## src/rtl/rbz_pkg.sv

```systemverilog
// Shared types and constants for the raybox-zero debug probe, Caravel top and overlay logic.
package rbz_pkg;

  typedef enum logic [1:0] {
    MODE_DIRECT  = 2'd0,
    MODE_STRETCH = 2'd1,
    MODE_TOGGLE  = 2'd2,
    MODE_SAMPLE  = 2'd3
  } mode_e;

  typedef enum logic {
    GUARD_WAIT   = 1'b0,
    GUARD_LOCKED = 1'b1
  } guard_e;

  // o_overlay = {debug_overlay, map_overlay}
  localparam int OVL_MAP_BIT   = 0;
  localparam int OVL_DEBUG_BIT = 1;

  localparam int RBZ_NUM_CH   = 64;
  localparam int RBZ_RESERVED = 4;

endpackage

```

## src/rtl/rbz_sync.sv

```systemverilog
// N-bit multi-flop synchroniser for quasi-static LA control inputs, with a synchronous clear.
module rbz_sync #(
  parameter int WIDTH  = 1,
  parameter int STAGES = 2
) (
  input  logic             clk,
  input  logic             reset_n,
  input  logic             clr,
  input  logic [WIDTH-1:0] d,
  output logic [WIDTH-1:0] q
);

  logic [WIDTH-1:0] stage [STAGES];

  // NOTE: sequential state uses non-blocking (<=) so every flop samples pre-edge values.
  // NOTE: the stage array is a flop chain rather than a RAM, so it is reset like any register.
  always_ff @(posedge clk or negedge reset_n) begin
    if (!reset_n) begin
      for (int i = 0; i < STAGES; i++) stage[i] <= '0;
    end else if (clr) begin
      for (int i = 0; i < STAGES; i++) stage[i] <= '0;
    end else begin
      stage[0] <= d;
      for (int i = 1; i < STAGES; i++) stage[i] <= stage[i-1];
    end
  end

  assign q = stage[STAGES-1];

endmodule

```

## src/rtl/rbz_debug_probe.sv

```systemverilog
// Debug-probe selector: synchronised, glitch-guarded select of one probe onto the debug pad,
// with direct/stretch/toggle/sample output modes and overlay-code decoding.
module rbz_debug_probe
  import rbz_pkg::*;
#(
  parameter int NUM_CH      = RBZ_NUM_CH,
  parameter int SEL_W       = 6,
  parameter int RESERVED    = RBZ_RESERVED,
  parameter int SYNC_STAGES = 2,
  parameter int GUARD       = 3,
  parameter int STRETCH     = 15,
  parameter int DIV_W       = 4
) (
  input  logic              clk,
  input  logic              reset_n,
  input  logic              ena,
  input  logic [NUM_CH-1:0] i_probe,
  input  logic [SEL_W-1:0]  i_sel,
  input  logic [1:0]        i_mode,
  output logic              o_debug,
  output logic              o_sel_valid,
  output logic [1:0]        o_overlay,
  output logic [DIV_W-1:0]  o_div
);

  localparam int GCNT_W = $clog2(GUARD + 1);
  localparam int SCNT_W = $clog2(STRETCH + 1);
  localparam logic [SEL_W:0] RES_LO_C = (SEL_W+1)'(NUM_CH - RESERVED);
  localparam logic [SEL_W:0] NUM_CH_C = (SEL_W+1)'(NUM_CH);

  function automatic logic is_ovl(input logic [SEL_W-1:0] s);
    return ({1'b0, s} >= RES_LO_C) && ({1'b0, s} < NUM_CH_C);
  endfunction

  logic              clr_sync;
  logic [SEL_W-1:0]  sel_s, cand, active_sel;
  logic [1:0]        mode_raw_s;
  mode_e             mode_s, mode_q;
  guard_e            g_state, g_next;
  logic [GCNT_W-1:0] gcnt, gcnt_next;
  logic [SCNT_W-1:0] scnt, scnt_next;
  logic              sel_chg, adopt, mode_chg, clr_state;
  logic              is_probe, p, p_q, rise, tog, tog_next, pq_next, dbg_next;
  logic [1:0]        ovl_next;

  assign clr_sync = ~ena;

  rbz_sync #(.WIDTH(SEL_W), .STAGES(SYNC_STAGES)) u_sel_sync (
    .clk(clk), .reset_n(reset_n), .clr(clr_sync), .d(i_sel), .q(sel_s)
  );

  rbz_sync #(.WIDTH(2), .STAGES(SYNC_STAGES)) u_mode_sync (
    .clk(clk), .reset_n(reset_n), .clr(clr_sync), .d(i_mode), .q(mode_raw_s)
  );

  assign mode_s      = mode_e'(mode_raw_s);
  assign o_sel_valid = (g_state == GUARD_LOCKED);

  // Guard: a candidate must stay unchanged for GUARD compares before it becomes active.
  // NOTE: every always_comb output gets a default first, so no path can infer a latch.
  always_comb begin
    g_next    = g_state;
    gcnt_next = gcnt;
    adopt     = 1'b0;
    sel_chg   = (sel_s != cand);
    if (sel_chg) begin
      g_next    = GUARD_WAIT;
      gcnt_next = '0;
    end else if (g_state == GUARD_WAIT) begin
      if (gcnt == GCNT_W'(GUARD - 1)) begin
        adopt  = 1'b1;
        g_next = GUARD_LOCKED;
      end else begin
        gcnt_next = gcnt + 1'b1;
      end
    end
  end

  assign is_probe  = ({1'b0, active_sel} < RES_LO_C);
  assign p         = is_probe ? i_probe[active_sel] : 1'b0;
  assign rise      = p & ~p_q;
  assign mode_chg  = (mode_s != mode_q);
  assign clr_state = ~o_sel_valid | sel_chg | mode_chg;

  always_comb begin
    ovl_next = '0;
    if (is_ovl(cand)) begin
      ovl_next[OVL_DEBUG_BIT] = cand[1];
      ovl_next[OVL_MAP_BIT]   = cand[0];
    end
  end

  always_comb begin
    dbg_next  = o_debug;
    scnt_next = (scnt != '0) ? scnt - 1'b1 : scnt;
    tog_next  = tog ^ rise;
    pq_next   = p;
    if (rise) scnt_next = SCNT_W'(STRETCH);
    unique case (mode_s)
      MODE_DIRECT:  dbg_next = p;
      MODE_STRETCH: dbg_next = rise | (scnt != '0);
      MODE_TOGGLE:  dbg_next = tog ^ rise;
      MODE_SAMPLE:  if (o_div == '1) dbg_next = p;
    endcase
    if (!is_probe) dbg_next = 1'b0;
    if (clr_state) begin
      scnt_next = '0;
      tog_next  = 1'b0;
      pq_next   = 1'b0;
    end
    // A mode switch only resets history; the pad keeps its level for that one cycle.
    if (mode_chg) dbg_next = o_debug;
    if (!o_sel_valid || sel_chg) dbg_next = 1'b0;
  end

  always_ff @(posedge clk or negedge reset_n) begin
    if (!reset_n) begin
      g_state    <= GUARD_WAIT;
      gcnt       <= '0;
      cand       <= '0;
      active_sel <= '0;
      o_overlay  <= '0;
      mode_q     <= MODE_DIRECT;
      scnt       <= '0;
      tog        <= 1'b0;
      p_q        <= 1'b0;
      o_debug    <= 1'b0;
      o_div      <= '0;
    end else if (!ena) begin
      g_state    <= GUARD_WAIT;
      gcnt       <= '0;
      cand       <= '0;
      active_sel <= '0;
      o_overlay  <= '0;
      mode_q     <= MODE_DIRECT;
      scnt       <= '0;
      tog        <= 1'b0;
      p_q        <= 1'b0;
      o_debug    <= 1'b0;
      o_div      <= '0;
    end else begin
      g_state <= g_next;
      gcnt    <= gcnt_next;
      cand    <= sel_s;
      if (adopt) begin
        active_sel <= cand;
        o_overlay  <= ovl_next;
      end
      mode_q  <= mode_s;
      scnt    <= scnt_next;
      tog     <= tog_next;
      p_q     <= pq_next;
      o_debug <= dbg_next;
      o_div   <= o_div + 1'b1;
    end
  end

endmodule

```

## config.mk

```make
export PLATFORM = sky130hd
export DESIGN_NAME = rbz_debug_probe
export DESIGN_NICKNAME = d
export VERILOG_FILES = /design/src/rtl/rbz_pkg.sv /design/src/rtl/rbz_sync.sv /design/src/rtl/rbz_debug_probe.sv
export SDC_FILE = /design/constraint.sdc
export NUM_CORES = 1
export LEC_CHECK = 0
export ABC_AREA = 0
export CORE_ASPECT_RATIO = 1.25
export CORE_MARGIN = 5
export CORE_UTILIZATION = 46
export DETAILED_ROUTE_END_ITERATION = 8
export PLACE_DENSITY_LB_ADDON = 0.08
export RECOVER_POWER = 100
export SLEW_MARGIN = 10
export SYNTH_ARGS = -nofsm -noshare
export SYNTH_HDL_FRONTEND = slang
export SYNTH_SLANG_ARGS = --single-unit
```

## constraint.sdc

```tcl
create_clock -name clk -period 3.2 [get_ports clk]
set_input_delay 0.64 -clock clk [delete_from_list [all_inputs] [get_ports clk]]
set_output_delay 0.64 -clock clk [all_outputs]
set_load 0.05 [all_outputs]
```

==> impl_results.md, run 1 <==
* Critical Path AT at 3000 ps
* Mapped Area at 2480 um^2
* Pin count of the biggest net entering global routing at 47
* Global-route wire length before repair at 9010 um
* Tightest Hold Check Type: flip-flop to flip-flop
* Final Util at 0.642
* Total congestion overflow at 0
* Row Count at 30
* Status: finished with violations
* Worst IR Drop VDD at 0.321 mV
* DIE AREA at 6980 um^2
* Primary FF master, synth: dfrtp_1
* Syn Area/Cell at roughly 12 um^2
* Crit share post-route at 0.882
* Core box area at about 5300 um^2
* Final slew viol count at 47
* Max stage delay on crit path at 540 ps
* Ys async rst share at 1.00
* Vias at 1,862
* Worst slew margin relative to its limit at -0.555
* Post-DP Area at 3350 um^2
* Clock Latency Late Sink at 290 ps
* Syn nets at between 200 and 300
* CTS resizes at 0
* Final Power at ~1100 uW
* Largest cells by area after synthesis: dfrtp_1 (46%), mux4_2 (8.2%), mux4_1 (7.4%)
* Setup violators final at 0
* Mapped Cells at just under 200
* Antenna violations before repair at 0
* Most area-hungry cell type in the Yosys netlist: dfrtp_1
* CTS Buf Count at 5
* Post-route cell area at 3420 um^2
* Commonest cells post-synth: dfrtp_1 (46), and2_1 (28), a21oi_1 (9), mux4_2 (9)
* GRT Resource Usage Total at 0.170
* Number of I/O pins at 83
* Final instance count without filler cells at 348
* Placed Instances at 341
* DRC Markers at 0
* F_max at 355 MHz
* Worst Path Buf+Inv at 1
* Crit path max fanout at 3
* # Max-Cap Violations at 1
* Post-layout nets at roughly 370
* Clock-pin slew on the worst setup and hold paths at approximately 80 ps
* CTS tree: yes
* Failing checks: max-capacitance violations, max-slew violations
* HPWL Detailed at approximately 4400 um
* DR pass1 iterations at 3
* Final worst path period need at 2820 ps
* Warnings from Yosys at 0
* Leakage at 0.00146 uW
* Post-synth EDFFs at 0
* Worst path required time at 3380 ps
* CTS max path bufs at 2
* Postcts setup bufs at 0
* Initial Util at 0.466
* Slew @ Worst Pin at 2330 ps
* Crit Path Class: input pin to flip-flop
* P per Cell Area at about 330 nW/um^2
* Crit-path cells: clkdlybuf4s50_1, mux4_1, mux2i_1, a221oi_1, a22oi_1, xnor2_1, a221o_1, a32oi_1, nor3b_1
* Final TNS setup at 0 ps
* Number of synthesized register bits at 46
* Diodes inserted at 0
* Final worst clock skew at 4.08 ps
* Chip Height at 92.2 um
* RSZ-0062 raised after global routing: no
* Vias/cell at 5.35
* Avg WL per Cell at around 16 um
* Hold-fix buffer count after cts at 0
* Antenna-violating nets left at 0
* H-tree depth at 2
* Root buf cell: clkbuf_8
* CP max stage cell: mux4_1
* Yosys cell types at 39
* Number of global-route vias before repair at 1,976
* Routed WL at 5660 um
* Routability Congestion at 0.757
* Post-synthesis sequential area ratio at 0.463
* Nature of the critical path endpoint: flip-flop
* Final Hold Vio Count at 0
* Count of input and output buffers at 82
* Area share of the largest cell type after synthesis at 0.463
* Sink Count at 46
* Area grow syn2layout at 37.7%
* Worst setup SP type: input pin
* Starting DRT DRC Count at 36
* Count leader, synth: dfrtp_1
* Top delay family on crit path: compound AO/OA/AOI/OAI gates
* Share of layout cells above drive strength 1 at 0.0739
* Die X at about 76 um
[kinds of logic (layout without fill, tap and decap cells)]
group | after synthesis | after routing | synth area share
muxes | 22 | 22 | 0.180
DFF | 46 | 46 | 0.463
xor gates and xnor gates | 14 | 14 | 0.0493
adders and majority gates | 7 | 7 | 0.0352
buffers and inverters | 15 | 100 | 0.0347
and+or+nand+nor | 67 | 67 | 0.153
AOI/OAI and AO/OA | 28 | 28 | 0.0851
[metrics by stage]
| step | hold WS, ps | setup slack [ps] |
|---|---|---|
| after detailed placement | 440 | 109 |
| after CTS | 458 | 434 |
| final | 453 | 379 |
| after floorplan | 344 | 734 |
| after global routing | 474 | 213 |
| after global placement | 436 | 231 |
[registers in the layout, summed over array words and instances, names as in the netlist]
signal             flops
active_sel             6
cand                   6
u_sel_sync.q           6
u_sel_sync.stage       6
o_div                  4
scnt                   4
gcnt                   2
mode_q                 2
o_overlay              2
u_mode_sync.q          2
u_mode_sync.stage      2
o_debug                1
o_sel_valid            1
p_q                    1
tog                    1
[layer usage]
metal / wire length, um / GRT usage / part of all wire
met4: 97 / 0.0641 / 0.017
met1: 2110 / 0.188 / 0.37
met3: 579 / 0.0461 / 0.10
met5: 0 / 0 / 0
met2: 2870 / 0.299 / 0.51
[path summary, 6_finish.rpt]
check / start / endpoint / slack (ps) / cells after the start
max in group asynchronous: reset_n / u_sel_sync.stage[11] / 830 / 1
worst max register to register: active_sel[1] / o_debug / 420 / 9
worst max-delay path: i_probe[35] / o_debug / 380 / 9
min in group asynchronous: reset_n / o_div[0] / 1040 / 1
worst min register to register: u_sel_sync.stage[6] / u_sel_sync.q[0] / 450 / 1
worst min-delay path: u_sel_sync.stage[6] / u_sel_sync.q[0] / 450 / 1
[layout make-up]
type / count / area, um^2
Fill cell: 462 / 1910
Multi-Input combinational cell: 138 / 1240
Sequential cell: 46 / 1150
Timing Repair Buffer: 87 / 848
Tap cell: 64 / 80.1
Clock buffer: 7 / 76.3
Inverter: 6 / 22.5
[where the power goes]
part           switching, uW  leakage (uW)  internal [uW]
Clock                    177     0.0000383            151
Sequential              10.6      0.000625            597
Combinational           68.5      0.000801            120
[cells in the final DEF, fill, tap and decap left out, drive strengths merged, types with 3 or more instances in the layout]
| cell | Yosys | routed |
|---|---|---|
| clkdlybuf4s50 | 0 | 72 |
| dfrtp | 46 | 46 |
| and2 | 28 | 28 |
| mux4 | 16 | 16 |
| a21oi | 9 | 9 |
| dlygate4sd3 | 0 | 9 |
| clkbuf | 4 | 9 |
| xnor2 | 8 | 8 |
| nor2 | 8 | 8 |
| nand2 | 8 | 8 |
| a22o | 8 | 8 |
| ha | 7 | 7 |
| xor2 | 6 | 6 |
| inv | 6 | 6 |
| mux2i | 6 | 6 |
| nand3 | 4 | 4 |
| buf | 5 | 4 |
| nor2b | 3 | 3 |
| nand4 | 3 | 3 |
Power figures use the tool's default switching activity.
==> run 2: changes to the inputs <==
--- a/config.mk
+++ b/config.mk
@@ -8,7 +8,8 @@
 export ABC_AREA = 0
 export CORE_ASPECT_RATIO = 1.25
 export CORE_MARGIN = 5
-export CORE_UTILIZATION = 46
+export CORE_UTILIZATION = 37
+export CTS_CLUSTER_SIZE = 25
 export DETAILED_ROUTE_END_ITERATION = 8
 export PLACE_DENSITY_LB_ADDON = 0.08
 export RECOVER_POWER = 100
==> constraint.sdc (replaced) <==
create_clock -name clk -period 3.2 [get_ports clk]
set_input_delay 0.64 -clock clk [delete_from_list [all_inputs] [get_ports clk]]
set_output_delay 0.64 -clock clk [all_outputs]
set_load 0.005 [all_outputs]
==> run 2 against run 1 <==
  * The run still ends with max-capacitance violations, max-slew violations left
  * Maximum frequency fell by 1.0%
  * Flip-flop and latch count is the same
  * Final cell count increased by 6.9%
  * Global-route usage is 3.1 points lower
  * Sequential share of layout area fell by 0.69 points
  * Hold slack improved by 3.6 ps
  * Via count is 0.48% lower
  * Routed wire length decreased by 2.1%
  * Non-clock buffer count stayed put
  * Cell area up 2.1%
  * Highest routed layer unchanged
==> impl_results.md, run 2 (synthesized netlist as in run 1, its figures left out) <==
* Final TNS setup at 0 ps
* Postcts setup bufs at 0
* Worst IR Drop VDD at 0.347 mV
* DP Worst Slack at 77.0 ps
* Diodes inserted at 0
* Starting DRT DRC Count at 20
* Grt peak-use layer: met2
* Routed WL at 5540 um
* Final slew viol count at 47
* Most common cell after layout, fill and taps aside: clkdlybuf4s50_1
* Post-layout nets at roughly 370
* Core box area at between 6000 and 7000 um^2
* Crit share post-route at 0.891
* Failing checks: max-capacitance violations, max-slew violations
* H-tree depth at 2
* DRC Markers at 0
* Final worst path period need at 2850 ps
* Commonest cells after routing, fill and taps aside: clkdlybuf4s50_1 (72), dfrtp_1 (46), and2_0 (16)
* Number of I/O pins at between 80 and 90
* Crit-path cells: clkdlybuf4s50_1, mux4_1, mux2i_1, a221oi_1, a22oi_1, xnor2_1, a221o_1, a32oi_1, nor3b_1
* CTS tree: yes
* Chip Height at 102 um
* Crit Path Class: input pin to flip-flop
* CTS max path bufs at 2
* Routability Congestion at 0.757
* Number of global-route vias before repair at 1,895
* RSZ-0062 raised after global routing: no
* Clock Latency Late Sink at 290 ps
* Worst setup startpoint: i_probe[35]
* GRT Resource Usage Total at 0.138
* Sink Count at between 40 and 50
* Setup violators final at 0
* Vias/cell at 4.98
* Crit path max fanout at 3
* HP Start: u_sel_sync.stage[6]
* Top delay family on crit path: compound AO/OA/AOI/OAI gates
* Worst Path Buf+Inv at 1
* P per Cell Area at 344 nW/um^2
* Count of input and output buffers at just over 80
* Hold-fix buffer count after cts at 0
* Final Hold Vio Count at 0
* Leakage at 0.00148 uW
* Pin count of the biggest net entering global routing at between 40 and 50
* Row Count at 33
* Met3 GRT Util at 0.0391
* CTS Buf Count at 5
* Status: finished with violations
* # Max-Cap Violations at 1
* Clock-pin slew on the worst setup and hold paths at 80 ps
* Antenna violations before repair at 0
* Worst slew margin relative to its limit at -0.561
* CTS resizes at 0
* Hold_ws at 457 ps
* Worst setup SP type: input pin
* Die X at between 80 and 90 um
* DIE AREA at 8470 um^2
* GRT met2 Usage at 0.238
* Initial Util at 0.379
* Met1 global-route usage at 0.168
* Nature of the critical path endpoint: flip-flop
* Final Power at 1200 uW
* F_max at 351 MHz
* HPWL Detailed at between 4000 and 5000 um
* Final worst clock skew at approximately 6.4 ps
* Root buf cell: clkbuf_8
* Critical Path AT at 3030 ps
* Worst path required time at ~3400 ps
* Max stage delay on crit path at 520 ps
* CP max stage cell: mux4_1
* DR pass1 iterations at 4
* Vias at 1,853
* Area grow syn2layout at 40.5%
* Tightest Hold Check Type: flip-flop to flip-flop
* Global-route wire length before repair at between 9000 and 10,000 um
* Share of layout cells above drive strength 1 at 0.0772
* Avg WL per Cell at 14.9 um
* Final Worst Setup Slack at about 350 ps
* Worst r2r src: active_sel[1]
* Final Util at 0.532
* Slew @ Worst Pin at 2340 ps
* Total congestion overflow at 0
* Antenna-violating nets left at 0
## run 2: cell count changes in the layout (fill, tap and decap cells not counted)
cell / previous run / this run
buf_12: 0 / 1
buf_4: 4 / 3
and2_0: 12 / 16
and2_1: 16 / 12
bufinv_16: 0 / 1
## run 2: stage by stage
stage | area [um^2] | instances
floorplan | 2480 | 199
global placement | 3400 | 364
detailed placement | 3400 | 364
CTS | 3500 | 372
global route | 3490 | 372
finish | 3490 | 372
## run 2: final cells by class
| cell class | count | area (um^2) |
|---|---|---|
| clock buffers | 7 | 76.3 |
| flip-flops and latches | 46 | 1150 |
| repair buffers | 87 | 861 |
| multi-input cells | 138 | 1240 |
| fillers | 561 | 3070 |
| well taps | 87 | 109 |
| clock inverters | 1 | 30.0 |
| inverters | 6 | 22.5 |
## run 2: worst reg2reg max path: stages (launching register included)
cell and delay [ps]:
dfrtp_1 400, buf_12 180, mux4_1 580, mux2i_1 240
a221oi_1 140, a22oi_1 320, xnor2_1 130, a221o_1 350
a32oi_1 190, nor3b_1 70
## run 2: power breakdown
group | internal [uW] | switching (uW) | total [uW]
Sequential | 597 | 10.4 | 608
Combinational | 119 | 54.7 | 174
Clock | 234 | 186 | 419
## run 2: path summary, 6_finish.rpt
| kind | to | slack (ps) | depth (start not counted) |
|---|---|---|---|
| hold / removal | u_sel_sync.q[0] | 460 | 1 |
| hold reg to reg | u_sel_sync.q[0] | 460 | 1 |
| max in group asynchronous | tog | 820 | 1 |
| setup reg to reg | o_debug | 480 | 9 |
| min in group asynchronous | o_div[1] | 1050 | 1 |
| setup / recovery | o_debug | 350 | 9 |
## run 2: metal layers
layer / routed length [um] / share of wire / vias to the layer above
met4: 79 / 0.014 / 0
met3: 400 / 0.072 / 6
li1: - / - / 897
met2: 2600 / 0.47 / 72
met1: 2460 / 0.44 / 878
met5: 0 / 0 / -
==> run 3: changes to the inputs <==
--- a/config.mk
+++ b/config.mk
@@ -11,6 +11,7 @@
 export CORE_UTILIZATION = 37
 export CTS_CLUSTER_SIZE = 25
 export DETAILED_ROUTE_END_ITERATION = 8
+export GPL_TIMING_DRIVEN = 0
 export PLACE_DENSITY_LB_ADDON = 0.08
 export RECOVER_POWER = 100
 export SLEW_MARGIN = 10
==> run 3 against run 2 <==
  * The flow now finishes without violations
  * Register-to-register slack about the same
  * Critical path depth unchanged
  * First-iteration DRC count increased by 45%
  * Global-route usage increased by 0.21 points
  * Clock skew increased by 2.6 ps
  * Routed wire length increased by 3.0%
  * Clock power increased by 2%
  * Critical path type unchanged
==> impl_results.md, run 3 (synthesized netlist as in run 1, its figures left out) <==
* RSZ-0062 raised after global routing: no
* Core box area at around 6600 um^2
* Final slew viol count at 0
* # Max-Cap Violations at 0
* Number of I/O pins at 83
* Worst slew margin relative to its limit at 0.0857
* Routability Congestion at 0.780
* CP max stage cell: mux4_1
* FF/Latch Area at 1150 um^2
* Global-route wire length before repair at 9520 um
* Routed WL at 5710 um
* Crit Path Class: input pin to flip-flop
* Slew @ Worst Pin at ~1400 ps
* DIE AREA at 8470 um^2
* Vias at 1,882
* Max stage delay on crit path at around 500 ps
* Antenna-violating nets left at 0
* Row Count at 33
* DR pass1 iterations at 4
* Critical Path AT at approximately 3000 ps
* Final worst path period need at 2820 ps
* # fillers at 568
* Clock-pin slew on the worst setup and hold paths at 80 ps
* Starting DRT DRC Count at 29
* Cell-internal power at 950 uW
* Diodes inserted at 0
* Hold-fix buffer count after cts at 0
* Commonest cells after routing, fill and taps aside: clkdlybuf4s50_1 (72), dfrtp_1 (46), and2_0 (18)
* Footprint of the multi-input gates at 1250 um^2
* Worst setup SP type: input pin
* Crit-path cells: clkdlybuf4s50_1, mux4_1, mux2i_1, a211oi_1, a22oi_2, xnor2_1, a221o_1, a32oi_1, nor3b_1
* Vias/cell at 4.99
* Hold Path Stages at 1
* Final Hold Vio Count at 0
* P_sw at 260 uW
* Status: finished clean
* Number of global-route vias before repair at 1,930
* Worst path required time at 3380 ps
* Nature of the critical path endpoint: flip-flop
* CTS tree: yes
* Clock Latency Late Sink at 300 ps
* P per Cell Area at 343 nW/um^2
* Most common cell after layout, fill and taps aside: clkdlybuf4s50_1
* CTS Buf Count at 5
* Root buf cell: clkbuf_8
* Antenna violations before repair at 0
* Worst IR Drop VDD at roughly 0.43 mV
* Final worst clock skew at roughly 9 ps
* DRC Markers at 0
* Final TNS setup at 0 ps
* GRT Resource Usage Total at 0.140
* Sink Count at 46
* HPWL Detailed at 4480 um
* Postcts setup bufs at 0
* Power share of the sequential group at 0.502
* Crit path depth at 9
* Comb pwr share at 0.145
* Crit path max fanout at 6
* Top delay family on crit path: compound AO/OA/AOI/OAI gates
* Sw Share at 0.215
* Tightest Hold Check Type: flip-flop to flip-flop
* Area grow syn2layout at 41.7%
* Crit share post-route at 0.881
* CTS resizes at 0
* Count of input and output buffers at 82
* H-tree depth at 2
* Avg WL per Cell at ~15 um
* Reg2Reg Depth at 10
* CTS max path bufs at 2
* Post-layout nets at 371
* Leakage at 0.00149 uW
* Total congestion overflow at 0
* Chip Height at 102 um
* Worst Path Buf+Inv at 1
* F_max at about 350 MHz
* Share of layout cells above drive strength 1 at 0.0862
* Pin count of the biggest net entering global routing at 27
* Hold_ws at roughly 460 ps
* Setup violators final at 0
* Clock group share of total power at 0.353
* Die X at ~83 um
* Initial Util at 0.379
[run 3: power groups by stage]
| stage | sequential (uW) | combinational, uW | clock, uW |
|---|---|---|---|
| 6_report | 608 | 175 | 427 |
| 5_1_grt | 610 | 194 | 461 |
| 4_1_cts | 608 | 185 | 440 |
| 3_5_place_dp | 620 | 184 | 0 |
| 3_3_place_gp | 619 | 177 | 0 |
| 2_1_floorplan | 618 | 60.4 | 0 |
[run 3: stage by stage]
stage	utilization	power, uW	instances	setup WS [ps]	area [um^2]
after CTS	0.540	1230	377	338	3550
after global placement	0.520	797	368	35.9	3410
after floorplan	-	678	199	737	2480
after detailed placement	0.524	804	369	30.2	3440
final	0.536	1210	377	379	3520
after global routing	0.536	1270	377	189	3520
[run 3: area by class of cell]
cell class	count	share of cell area
well taps	87	0.0309
inverters	6	0.00639
multi-input cells	138	0.354
clock inverters	2	0.0107
flip-flops and latches	46	0.327
plain buffers	9	0.0181
repair buffers	83	0.232
clock buffers	6	0.0206
[run 3: worst paths after layout]
path / endpoint / from / slack (ps)
setup / recovery: o_debug / i_probe[11] / 380
hold / removal: u_mode_sync.q[0] / u_mode_sync.stage[2] / 460
setup reg to reg: o_debug / active_sel[1] / 470
hold reg to reg: u_mode_sync.q[0] / u_mode_sync.stage[2] / 460
max in group asynchronous: scnt[3] / reset_n / 920
min in group asynchronous: gcnt[0] / reset_n / 640
[run 3: per-layer routing]
layer | track usage | wire (um)
met1 | 0.183 | 2730
met2 | 0.235 | 2590
met3 | 0.0350 | 325
met4 | 0.0377 | 65
met5 | 0 | 0
